`src/rtl/ddr5_pwrgd_fail_detect.sv`:
```
`default_nettype none
// ============================================================================
// Module   : ddr5_pwrgd_fail_detect
// Brief    : Per-channel DDR5 PWRGD supervisor that produces sticky fault bits,
//            an aggregate power-good and a single-cycle new-fault pulse.
// Revision : 1.0 - initial release
// ============================================================================
module ddr5_pwrgd_fail_detect #(
    parameter int NUM_CH      = 4,
    parameter int TIMEOUT_CYC = 20000,
    parameter int FILTER_CYC  = 4
) (
    input  logic              iClk,
    input  logic              iRst,
    input  logic              iMemPwrEn,
    input  logic [NUM_CH-1:0] iMemPwrgd,
    input  logic [NUM_CH-1:0] iChMask,
    input  logic              iClrFlt,
    output logic [NUM_CH-1:0] oCpuMemFlt,
    output logic              oMemPwrgdOk,
    output logic              oFltEvent
);

    localparam int TW = $clog2(TIMEOUT_CYC);
    localparam int FW = $clog2(FILTER_CYC + 1);
    localparam logic [TW-1:0] T_LAST = TW'(TIMEOUT_CYC - 1);
    localparam logic [FW-1:0] F_LAST = FW'(FILTER_CYC - 1);

    typedef enum logic [1:0] {
        IDLE    = 2'd0,
        WAIT_PG = 2'd1,
        GOOD    = 2'd2,
        FAULT   = 2'd3
    } state_t;

    logic [NUM_CH-1:0] flt_d;
    logic [NUM_CH-1:0] good_w;
    logic [NUM_CH-1:0] flt_q;
    logic              ok_q;
    logic              ev_q;

    generate
        for (genvar g = 0; g < NUM_CH; g++) begin : g_ch
            state_t        st_q, st_d;
            logic [TW-1:0] tcnt_q, tcnt_d;
            logic [FW-1:0] fcnt_q, fcnt_d;

            always_comb begin
                st_d   = st_q;
                tcnt_d = tcnt_q;
                fcnt_d = fcnt_q;
                if (iChMask[g]) begin
                    st_d   = IDLE;
                    tcnt_d = '0;
                    fcnt_d = '0;
                end else begin
                    case (st_q)
                        IDLE: begin
                            tcnt_d = '0;
                            fcnt_d = '0;
                            if (iMemPwrEn) st_d = WAIT_PG;
                        end
                        WAIT_PG: begin
                            // Enable drop beats PWRGD, which beats the timeout.
                            if (!iMemPwrEn) begin
                                st_d   = IDLE;
                                tcnt_d = '0;
                            end else if (iMemPwrgd[g]) begin
                                st_d   = GOOD;
                                tcnt_d = '0;
                                fcnt_d = '0;
                            end else if (tcnt_q == T_LAST) begin
                                st_d   = FAULT;
                                tcnt_d = '0;
                            end else begin
                                tcnt_d = tcnt_q + 1'b1;
                            end
                        end
                        GOOD: begin
                            if (!iMemPwrEn) begin
                                st_d   = IDLE;
                                fcnt_d = '0;
                            end else if (iMemPwrgd[g]) begin
                                fcnt_d = '0;
                            end else if (fcnt_q == F_LAST) begin
                                st_d   = FAULT;
                                fcnt_d = '0;
                            end else begin
                                fcnt_d = fcnt_q + 1'b1;
                            end
                        end
                        FAULT: begin
                            if (iClrFlt && !iMemPwrEn) st_d = IDLE;
                        end
                        default: st_d = IDLE;
                    endcase
                end
            end

            always_ff @(posedge iClk) begin
                if (iRst) begin
                    st_q   <= IDLE;
                    tcnt_q <= '0;
                    fcnt_q <= '0;
                end else begin
                    st_q   <= st_d;
                    tcnt_q <= tcnt_d;
                    fcnt_q <= fcnt_d;
                end
            end

            // A channel counts as good only if it is good now and stays good,
            // so power-good falls on the same edge a drop becomes a fault.
            assign flt_d[g]  = (st_d == FAULT);
            assign good_w[g] = iChMask[g] | ((st_q == GOOD) && (st_d == GOOD));
        end
    endgenerate

    always_ff @(posedge iClk) begin
        if (iRst) begin
            flt_q <= '0;
            ok_q  <= 1'b0;
            ev_q  <= 1'b0;
        end else begin
            flt_q <= flt_d;
            ev_q  <= |(flt_d & ~flt_q);
            ok_q  <= iMemPwrEn & (&good_w) & ~(&iChMask);
        end
    end

    assign oCpuMemFlt  = flt_q;
    assign oMemPwrgdOk = ok_q;
    assign oFltEvent   = ev_q;

endmodule
`default_nettype wire

```
`config.mk`:
```
export PLATFORM = sky130hd
export DESIGN_NAME = ddr5_pwrgd_fail_detect
export DESIGN_NICKNAME = d
export VERILOG_FILES = /design/src/rtl/ddr5_pwrgd_fail_detect.sv
export SDC_FILE = /design/constraint.sdc
export NUM_CORES = 1
export LEC_CHECK = 0
export CAP_MARGIN = 40
export CORE_MARGIN = 2
export CORE_UTILIZATION = 35
export DETAILED_ROUTE_END_ITERATION = 16
export PLACE_DENSITY = 0.62
export SYNTH_ARGS = -nofsm -noshare
export SYNTH_HDL_FRONTEND = slang
export SYNTH_SLANG_ARGS = --single-unit
```
`constraint.sdc`:
```
create_clock -name iClk -period 3.9 [get_ports iClk]
set_input_delay 0.39 -clock iClk [delete_from_list [all_inputs] [get_ports iClk]]
set_output_delay 0.39 -clock iClk [all_outputs]
set_load 0.02 [all_outputs]
```
==> results.py <==
metrics = {
    "grt": {
        "grt-ovfl-total": 0,
        "grt_pass1_vias": 3907,
        "grt_pass1_wl_mm": 17.8,
        "track_usage_pct": 15.1,
        "grt_antenna_before_repair": 0,
        "grt_max_degree": 24,
    },
    "floorplan": {
        "core_sq_mm": 0.0127,
        "io_pins": 18,
        "row_count": 41,
        "dieHeight_um": 118,
        "die-width_um": 118,
        "start_util_pct": 36.0,
        "die_area_sq_mm": 0.0139,
    },
    "clock_tree": {
        "clock-root-buffer": "clkbuf_16",
        "clk_pin_slew_ns": 0.06,
        "clock-sinks": 86,
        "clk_latency_ns": 0.34,
        "cts_tree": "yes",
        "htreeDepth": 3,
        "ctsResizeCount": 0,
        "postCtsSetupRepairBufs": 0,
        "hold_buffers": 0,
        "clockBufferDepth": 2,
        "numCtsBuffers": 9,
    },
    "worst_setup_path": {
        "critPathTopFamily": "buffers and inverters",
        "crit_type": "input port to flip-flop",
        "worstPathArrival_ns": 2.79,
        "slowest_stage": "clkdlybuf4s50_1",
        "worst-path-max-fanout": 12,
        "endpoint_kind": "flip-flop",
        "worst-path-buf-inv": 2,
        "r2r_slack_ns": 1.66,
        "cp_cell_sequence": "clkdlybuf4s50_1 -> buf_4 -> nor2b_1 -> nand3b_1 -> nor2_1 -> a41oi_1 -> a311oi_1",
        "cpPeakStageDelay_ns": 0.72,
        "cp.required_ns": 4.14,
        "cp-start-kind": "input port",
    },
    "yosys": {
        "ys_async_sr_fraction_pct": 0,
        "syn-instance-count": 589,
        "ys_warn_count": 0,
        "synth_top_area_cell": "dfxtp_1",
        "synth_top_area_share_pct": 37.8,
        "yosysMostFrequentCell": "dfxtp_1",
        "yosys-top-cells-area": "dfxtp_1, a21oi_1, nor2_1",
        "syn_area_sq_mm": 0.00456,
        "ys_types": 55,
        "ys_seq_area_share_pct": 37.8,
        "synth_edf_count": 0,
        "ys.flop_type": "dfxtp_1",
        "synth_common_cells": "dfxtp_1, nor2_1, a21oi_1",
        "synth_seq_cells": 86,
        "avgSynthCellArea_sq_um": 7.73,
        "syn_nets": 609,
    },
    "route": {
        "ant_nets": 0,
        "routedWlPerCell_um": 13.8,
        "firstDrtPassIters": 5,
        "vias": 4259,
        "routed_wl_mm": 10.6,
        "drt_iter0_markers": 324,
        "vias_per_cell": 5.55,
        "drc": 0,
    },
    "pwr": {
        "powerDensity_mw_per_mm2": 365,
        "p_leak_nw": 1.64,
        "vdd_drop_max_uv": 217,
    },
    "flow_run": {
        "cap_viol_max_count": 0,
    },
    "finish": {
        "syn_to_final_growth_pct": 12.8,
        "drive_gt1_share_pct": 5.04,
        "fin_cells": 767,
        "insertedDiodeCount": 0,
        "nets": 610,
    },
    "timing": {
        "fin_crit_sh_pct": 65.2,
        "min_period_ns": 2.54,
        "maxSlewHeadroom_pct": 47.9,
        "drv_slew": 0,
        "skew_ns": 0.00673,
        "tns_ns": 0,
        "rsz0062_at_grt": "no",
        "timing.fmax_ghz": 0.393,
        "worst_pin_slew_ns": 0.781,
        "hold_viol_final": 0,
        "setup-violations-final": 0,
    },
    "min_path": {
        "hp-class": "flip-flop to flip-flop",
    },
    "place": {
        "dp_hpwl_mm": 7.26,
        "io_buffers": 17,
        "place_congestion": 0.826,
        "dp.cells": 751,
    },
    "outcome": {
        "status": "finished, final reports clean",
    },
}
==> power by group <==
group	total [W]	internal [W]	leakage, nW	switching (W)
Clock	0.000910	0.000567	0.155	0.000343
Sequential	0.000887	0.000881	0.693	0.00000566
Combinational	0.0000789	0.0000283	0.789	0.0000506
==> routing by layer <==
layer,track usage (%),vias to the layer above,wire (um)
met5,0,-,0
met3,2.28,16,341
met4,7.08,0,235
met2,24.7,73,4850
met1,19.4,2002,5140
li1,-,2168,-
==> cells in the final DEF, fill, tap and decap left out, drive strengths merged, types with 13 or more instances in the layout <==
master / netlist / routed
a21oi: 68 / 68
nor2: 70 / 70
nand3b: 13 / 13
nand2: 47 / 47
a31oi: 15 / 15
o21ai: 41 / 41
dfxtp: 86 / 86
clkdlybuf4s50: 0 / 17
nand3: 32 / 32
nor3: 23 / 23
clkbuf: 17 / 14
nor2b: 17 / 17
==> path summary, 6_finish.rpt <==
| path | startpoint | endpoint | depth (start not counted) |
|---|---|---|---|
| worst max-delay path | iMemPwrEn | g_ch[0].tcnt_q[13]$_SDFFE_PP0P_ | 7 |
| worst min-delay path | g_ch[2].fcnt_q[2]$_SDFFE_PP0P_ | g_ch[2].fcnt_q[2]$_SDFFE_PP0P_ | 2 |
| worst max register to register | g_ch[3].tcnt_q[0]$_SDFFE_PP0P_ | g_ch[3].tcnt_q[10]$_SDFFE_PP0P_ | 6 |
| worst min register to register | g_ch[2].fcnt_q[2]$_SDFFE_PP0P_ | g_ch[2].fcnt_q[2]$_SDFFE_PP0P_ | 2 |
==> area by class of cell <==
cell class	count	area (sq um)
multi-input combinational	464	2660
sequential	86	1720
timing repair buffer	19	185
inverter	10	37.5
clock buffer	14	284
fill	1298	7530
tap	172	215
clock inverter	2	37.5
==> flip-flops by register name (all words and copies together) (netlist names) <==
name,cells
oFltEvent,1
g_ch.fcnt_q,12
oMemPwrgdOk,1
g_ch.st_q,8
g_ch.tcnt_q,60
oCpuMemFlt,4
==> cell families (layout without fill, tap and decap cells) <==
| logic type | Yosys count | count (layout) | share of synthesized area (%) |
|---|---|---|---|
| buffers and inverters | 39 | 45 | 3.90 |
| adder cells (fa/ha/maj) | 8 | 8 | 2.20 |
| flip-flops | 86 | 86 | 37.8 |
| AO/OA/AOI/OAI | 172 | 172 | 22.5 |
| AND/OR/NAND/NOR | 284 | 284 | 33.6 |
==> stage by stage <==
stage	total power (W)	setup slack (ns)	instance area [sq um]	hold slack (ns)	util (%)
2_1_floorplan	0.000955	1.94	4560	0.410	-
3_3_place_gp	0.000983	1.09	4820	0.422	38.0
3_5_place_dp	0.000985	1.01	4820	0.430	38.0
4_1_cts	0.00189	1.36	5140	0.441	40.5
5_1_grt	0.00194	1.14	5140	0.457	40.5
6_report	0.00188	1.36	5140	0.437	40.5
==> worst register-to-register path, delay by kind of cell, from the launching register on <==
family                     cells  cell delay [ns]
and+or+nand+nor                4             1.41
DFF                            1             0.35
adders and majority gates      1             0.26
AOI/OAI and AO/OA              1             0.14
Note: power is estimated with default switching activity, not from simulation.
